<file path="config.mk">
export PLATFORM = sky130hd
export DESIGN_NAME = priority_encoder83
export DESIGN_NICKNAME = d
export VERILOG_FILES = /design/src/rtl/enc_pkg.sv /design/src/rtl/prio_sel8.sv /design/src/rtl/priority_encoder83.sv
export SDC_FILE = /design/constraint.sdc
export NUM_CORES = 1
export LEC_CHECK = 0
export CAP_MARGIN = 0
export CORE_UTILIZATION = 54
export CTS_BUF_LIST = sky130_fd_sc_hd__clkbuf_8
export CTS_CLUSTER_DIAMETER = 120
export CTS_CLUSTER_SIZE = 20
export DETAILED_ROUTE_END_ITERATION = 12
export PLACE_DENSITY = 0.86
export SETUP_SLACK_MARGIN = 0.5
export SLEW_MARGIN = 20
export SYNTH_ARGS = -nofsm -noshare
export SYNTH_HDL_FRONTEND = slang
export SYNTH_SLANG_ARGS = --single-unit
</file>
<file path="constraint.sdc">
create_clock -name clk -period 5.29 [get_ports clk]
set_clock_uncertainty 0.2 [all_clocks]
set_input_delay 1.587 -clock clk [delete_from_list [all_inputs] [get_ports clk]]
set_output_delay 1.587 -clock clk [all_outputs]
set_load 0.005 [all_outputs]
</file>
<file path="src/rtl/enc_pkg.sv">
// Shared encode/decode definitions for the 8-line event encoder and its downstream decoder.
// Holds the line count, code width, FSM encodings and the one-hot/select helpers.
package enc_pkg;

    localparam int unsigned N     = 8;
    localparam int unsigned IDX_W = 3;

    typedef enum logic [0:0] {
        ST_IDLE    = 1'b0,
        ST_PRESENT = 1'b1
    } state_t;

    // Decoder side of the path: binary index to line select.
    function automatic logic [N-1:0] onehot(input logic [IDX_W-1:0] idx);
        return N'(1) << idx;
    endfunction

    // Lowest set index wins; returns 0 for an empty mask.
    function automatic logic [IDX_W-1:0] sel(input logic [N-1:0] mask);
        logic [IDX_W-1:0] idx;
        idx = '0;
        for (int i = N - 1; i >= 0; i--) begin
            if (mask[i]) begin
                idx = IDX_W'(i);
            end
        end
        return idx;
    endfunction

endpackage

</file>
<file path="src/rtl/prio_sel8.sv">
// Combinational 8-way priority select with a rotating start point.
// The search begins at 'start' and wraps 7->0; start=0 gives plain lowest-index-first.
module prio_sel8
    import enc_pkg::*;
(
    input  logic [N-1:0]     mask,
    input  logic [IDX_W-1:0] start,
    output logic [IDX_W-1:0] idx,
    output logic             any
);

    logic [2*N-1:0]   w_dbl;
    logic [N-1:0]     w_rot;
    logic [IDX_W-1:0] w_off;

    always_comb begin
        // Doubling the mask turns the wrap-around into a plain part-select.
        w_dbl = {mask, mask};
        w_rot = w_dbl[start +: N];
        w_off = sel(w_rot);
        idx   = start + w_off;
        any   = |mask;
    end

endmodule

</file>
<file path="src/rtl/priority_encoder83.sv">
// Registered 8-to-3 priority event encoder with valid/ready output handshake.
// Define ROUND_ROBIN_EN for rotating priority; default build is fixed lowest-index-first.
module priority_encoder83
    import enc_pkg::*;
(
    input  logic             clk,
    input  logic             rst_n,
    input  logic [N-1:0]     req,
    input  logic             ready,
    output logic             valid,
    output logic [IDX_W-1:0] code,
    output logic [N-1:0]     pend,
    output logic             ovf
);

    state_t           r_state;
    logic [N-1:0]     r_req_q;
    logic [N-1:0]     r_pend;
    logic [IDX_W-1:0] r_code;
    logic             r_valid;
    logic             r_ovf;

    logic             w_hs;
    logic [N-1:0]     w_rise;
    logic [N-1:0]     w_clr;
    logic [N-1:0]     w_sel_set;
    logic [IDX_W-1:0] w_start;
    logic [IDX_W-1:0] w_idx;
    logic             w_any;

    always_comb begin
        w_hs      = r_valid & ready;
        w_clr     = w_hs ? onehot(r_code) : '0;
        w_rise    = req & ~r_req_q;
        // Only registered pend is eligible; this cycle's rise competes next cycle.
        w_sel_set = r_pend & ~w_clr;
    end

`ifdef ROUND_ROBIN_EN
    logic [IDX_W-1:0] r_last;

    // Reset value 7 makes the first search after reset start at index 0.
    always_ff @(posedge clk or negedge rst_n) begin
        if (!rst_n) begin
            r_last <= IDX_W'(N - 1);
        end else if (w_hs) begin
            r_last <= r_code;
        end
    end

    assign w_start = r_last + IDX_W'(1);
`else
    assign w_start = '0;
`endif

    prio_sel8 u_sel (
        .mask  (w_sel_set),
        .start (w_start),
        .idx   (w_idx),
        .any   (w_any)
    );

    always_ff @(posedge clk or negedge rst_n) begin
        if (!rst_n) begin
            r_state <= ST_IDLE;
            r_valid <= 1'b0;
            r_code  <= '0;
            r_pend  <= '0;
            r_req_q <= '0;
            r_ovf   <= 1'b0;
        end else begin
            r_req_q <= req;
            // A rise on a bit being cleared re-arms it.
            r_pend  <= w_sel_set | w_rise;
            r_ovf   <= |(w_rise & w_sel_set);
            case (r_state)
                ST_IDLE: begin
                    if (w_any) begin
                        r_code  <= w_idx;
                        r_valid <= 1'b1;
                        r_state <= ST_PRESENT;
                    end
                end
                ST_PRESENT: begin
                    if (ready) begin
                        if (w_any) begin
                            r_code <= w_idx;
                        end else begin
                            r_valid <= 1'b0;
                            r_state <= ST_IDLE;
                        end
                    end
                end
                default: begin
                    r_valid <= 1'b0;
                    r_state <= ST_IDLE;
                end
            endcase
        end
    end

    assign valid = r_valid;
    assign code  = r_code;
    assign pend  = r_pend;
    assign ovf   = r_ovf;

endmodule

</file>
# Word-level counts from Yosys, hierarchy flattened
# Index checks and enable logic that the tools add are counted.
# op_classes
eq_ne	3
n_shift	1
n_reduce_logical	3
bitwise	8
mux	19
# ops
operator	n
3-bit two-way mux	10
8-bit AND	3
8-bit NOT	2
8-bit OR reduction	2
8-bit two-way mux	1
8-bit bitwise OR	1
1-bit by 3-bit << shifter with 8-bit output, first input constant	1
3-bit one-hot mux with 2 select lines	1
1-bit two-way mux	5
2-bit != test, second input constant	2
1-bit one-hot mux with 2 select lines	2
3-bit AND reduction	1
2-bit by 1-bit != test with 1-bit output, second input constant	1
1-bit AND	1
1-bit NOT	1
# word_totals
out_inout_bits	13
wordCells	40
in_bits	11
ff_bits	22

# Longest topological paths before layout
# depth
word_depth	15
mapped_depth	5
depth_no_buf	5

# By module
# Synthesis repeated with hierarchy kept, for this count alone.
# hier_totals
cells_unflattened	130
hier_area_um2	1418.9
# modules_own_cells
mod	seq_area_each_um2	cells_each	n_inst	area_each_um2
priority_encoder83	550.5	80	1	899.6
prio_sel8	0.0	50	1	519.2

# Worst setup path before layout
# No wires, ideal clock.
# synth_path
path_type	input to register
from	input port ready
to	register r_code[1] (netlist: code[1])
t_arrival_ns	2.653
setup_time_ns	0.128
setup_slack_ns	2.310
required_time_ns	4.962
path_stages	5
cell_sequence	nand3b_4 -> o31ai_4 -> nand4_1 -> o21ai_2 -> mux2_1
# synth_between
elab_chain_cells	15
# synth_lines
element	line	source
start, declared	priority_encoder83.sv:9	input logic ready,
1-bit AND	priority_encoder83.sv:32	w_hs = r_valid & ready;
8-bit two-way mux	priority_encoder83.sv:33	w_clr = w_hs ? onehot(r_code) : '0;
8-bit NOT	priority_encoder83.sv:36	w_sel_set = r_pend & ~w_clr;
8-bit AND	priority_encoder83.sv:36	
3-bit two-way mux (8 in a row)	enc_pkg.sv:23	if (mask[i]) begin
3-bit two-way mux	priority_encoder83.sv:78, priority_encoder83.sv:86	
3-bit two-way mux	priority_encoder83.sv:85	if (ready) begin
3-bit one-hot mux with 2 select lines	priority_encoder83.sv:76	case (r_state)
end signal, assigned	priority_encoder83.sv:79	r_code <= w_idx;
end signal, assigned	priority_encoder83.sv:87	r_code <= w_idx;
end, declared	priority_encoder83.sv:19	logic [IDX_W-1:0] r_code;
# Parallel ways exist; a longest one is shown, timed or not. The select of a mux whose other input is x is not followed.
# A chain may end at the register's enable or synchronous reset.

# Worst setup path in the final report
# Same ends and word-level chain as after synthesis.

==> results by group <==
Setup path
  – CP Launch Type: input port
  – RR Startpoint: code[0]$_DFFE_PN0P_
  – R2r worst-path depth: 5
  – Required @ worst endpoint: 5240 ps
  – Largest stage delay, worst path: 620 ps
  – Worst r2r dst: code[1]$_DFFE_PN0P_
  – WP data arrival: between 3000 and 4000 ps
  – Setup crit start: ready
  – Critical path fanouts, max: 5
  – Cell at the slowest stage of the critical path: clkdlybuf4s50_1
  – Critical path class: input port to register
  – Worst path cell trace: clkdlybuf4s50_1 -> nand3b_4 -> o31ai_4 -> nand4_1 -> o21ai_2 -> mux2_1
  – Reg2Reg Setup Slack: 3090 ps
  – Critical path endpoint category: register

Yosys
  – Syn_area_per_cell: 12.1 sq um
  – Syn Nets: 91
  – Top cell type's share of synthesized area: 56.8%
  – #FFs+latches synth: 22
  – Synth async-reset ratio: 100%
  – Number of synthesis warnings: 0
  – Unique masters post-synth: 22
  – Top_reg_cell synth: dfrtp_1
  – Syn Inst Count: 80
  – Synthesized area: 968 sq um
  – EDFF count, synth: 0
  – Area leader, netlist: dfrtp_1
  – Top post-synthesis cells by area: dfrtp_1, nand2b_1, o21ai_2
  – Sequential-to-total area share from yosys stat: 56.8%

STA
  – RSZ-0062 raised after global routing: false
  – Post-Route Setup TNS: 0 ps
  – Achievable frequency: 281 MHz
  – Part of the cycle the worst path needs: 67.3%
  – Setup Viol. Count Final: 0
  – Pins Over Slew Limit: 0
  – Worst Tran Pin Value: around 950 ps
  – Hold Fails Final Rpt: 0
  – Post-layout minimum cycle time: 3560 ps
  – Slew HR: a little under two fifths

Detailed routing
  – Mean routed wirelength per cell: around 16 microns
  – Vias per std cell: just under 6
  – Post-route DRC violation count: 0
  – DR pass1 iterations: 4
  – Antenna-violating nets left: 0
  – DRT Wirelength: 2030 microns
  – Via count: 758
  – Starting DRT DRC Count: 15

Placed design
  – Placed Cells: around 130
  – IO Port Bufs: 23
  – HPWL Detailed: 1520 microns
  – Placement Cell Area: 1230 sq um
  – RePlAce Congestion: approximately 0.79

Layout
  – Multi-input gate area: slightly above 400 sq um
  – Post-route cell area: roughly 1300 sq um
  – Fill cells: 99
  – Diodes inserted: 0
  – Final Net Count: 119
  – Core Util, Final: between 80 and 90%
  – FF/Latch Area: 551 sq um
  – Post-route insts no fill: roughly 130
  – Area growth syn-to-layout: 32.6%
  – Share of cells above drive strength 1: 14.0%

Hold path
  – Hold EP: valid$_DFFE_PN0P_
  – Hold Path Cell Cnt: 1
  – Hold path start: r_state$_DFF_PN0_
  – Worst Hold Class: register to register

Pwr
  – Pleak: just under 0.5 nW
  – Maximum vdd drop: 0.237 mV
  – Cell area power density: 415 nW/um^2

Die
  – Initial core utilization: 60.8%
  – Die Ht: 44.4 microns
  – Row cnt: 14
  – IO Pins: 24
  – Core area: approximately 1600 sq um
  – Die footprint: 1970 sq um
  – Die Span X: 44.4 microns

Job
  – # Max-Cap Violations: 0

Status
  – Status: finished clean

CTS
  – Post-CTS Resized: 0
  – Setup bufs post-CTS: 0
  – CTS max path bufs: 2
  – # H-tree levels: 1
  – Skew-Pair Late Insertion Delay: 260 ps
  – Hold buffers post-CTS: 0
  – Clock root cell: clkbuf_8
  – CTS Sinks: 22
  – CTS Buf Count: 3
  – Clk pin slew, worst setup/hold paths: 80 ps
  – TritonCTS clock tree: done

GRT
  – GR Overflow Total: 0
  – Largest net degree at the start of global routing: 23
  – First-pass GRT wire length: 3290 microns
  – Initial antenna violation count: 0
  – Number of global-route vias before repair: 749
  – GRT Total Usage: 23.4%
cells by family (layout without fill, tap and decap cells):
family | count (synthesis) | count (layout) | synth area share [%]
flops | 22 | 22 | 56.8
simple gates | 30 | 30 | 19.5
mux | 1 | 1 | 1.16
buf+inv | 1 | 28 | 0.387
compound gates | 26 | 26 | 22.1
synth_stat cells, types with 2 or more instances:
master    instances
o21ai_2           6
a31oi_1           2
o31ai_4           2
nand2b_1         11
dfrtp_1          22
nand2_1          12
o211ai_1          3
a21oi_1           3
o22ai_1           4
o21a_1            3
area by class of cell:
cell class / count / area share [%]
well taps: 24 / 2.34
multi-input cells: 57 / 32.3
flip-flops and latches: 22 / 42.9
repair buffers: 23 / 17.9
clock buffers: 4 / 4.29
inverters: 1 / 0.292
power breakdown:
group          leakage [nW]  switching (mW)  internal [mW]
logic                 0.226          0.0823         0.0924
clock network        0.0288          0.0546         0.0664
registers             0.236          0.0399          0.197
total                 0.491           0.177          0.356
placed cells by master, fill, tap and decap left out, drive strengths merged, types with 3 or more instances in the layout:
cell	count
o21ai	7
o21a	3
clkdlybuf4s50	23
o22ai	4
clkbuf	4
nand2b	11
nand2	12
o211ai	3
dfrtp	22
a21oi	3
how the worst max path moves through the flow:
stage	cells past startpoint	endpoint
finish	6	code[1]$_DFFE_PN0P_
global route	6	code[1]$_DFFE_PN0P_
detailed placement	6	code[1]$_DFFE_PN0P_
floorplan	5	code[1]$_DFFE_PN0P_
CTS	6	code[1]$_DFFE_PN0P_
global placement	6	code[1]$_DFFE_PN0P_
state kept, by name, indices dropped and copies added (netlist names):
register,cells
ovf,1
pend,8
r_state,1
code,3
r_req_q,8
valid,1
critical path: cells and delay by family:
kind	cells	cell delay [ps]
compound gates	2	540
buf+inv	1	620
simple gates	2	430
mux	1	330
per-stage QoR:
stage	power, mW	hold WS [ps]	setup slack, ps
floorplan	0.320	242	2310
global placement	0.402	261	1590
detailed placement	0.412	298	1490
CTS	0.531	309	1780
global route	0.556	322	1670
finish	0.532	307	1730
routing by layer:
| layer | GRT usage [%] | wire [microns] |
|---|---|---|
| met1 | 29.7 | 910 |
| met2 | 37.4 | 992 |
| met3 | 2.86 | 77 |
| met4 | 15.8 | 51 |
| met5 | 0 | 0 |
Power figures use the tool's default switching activity.
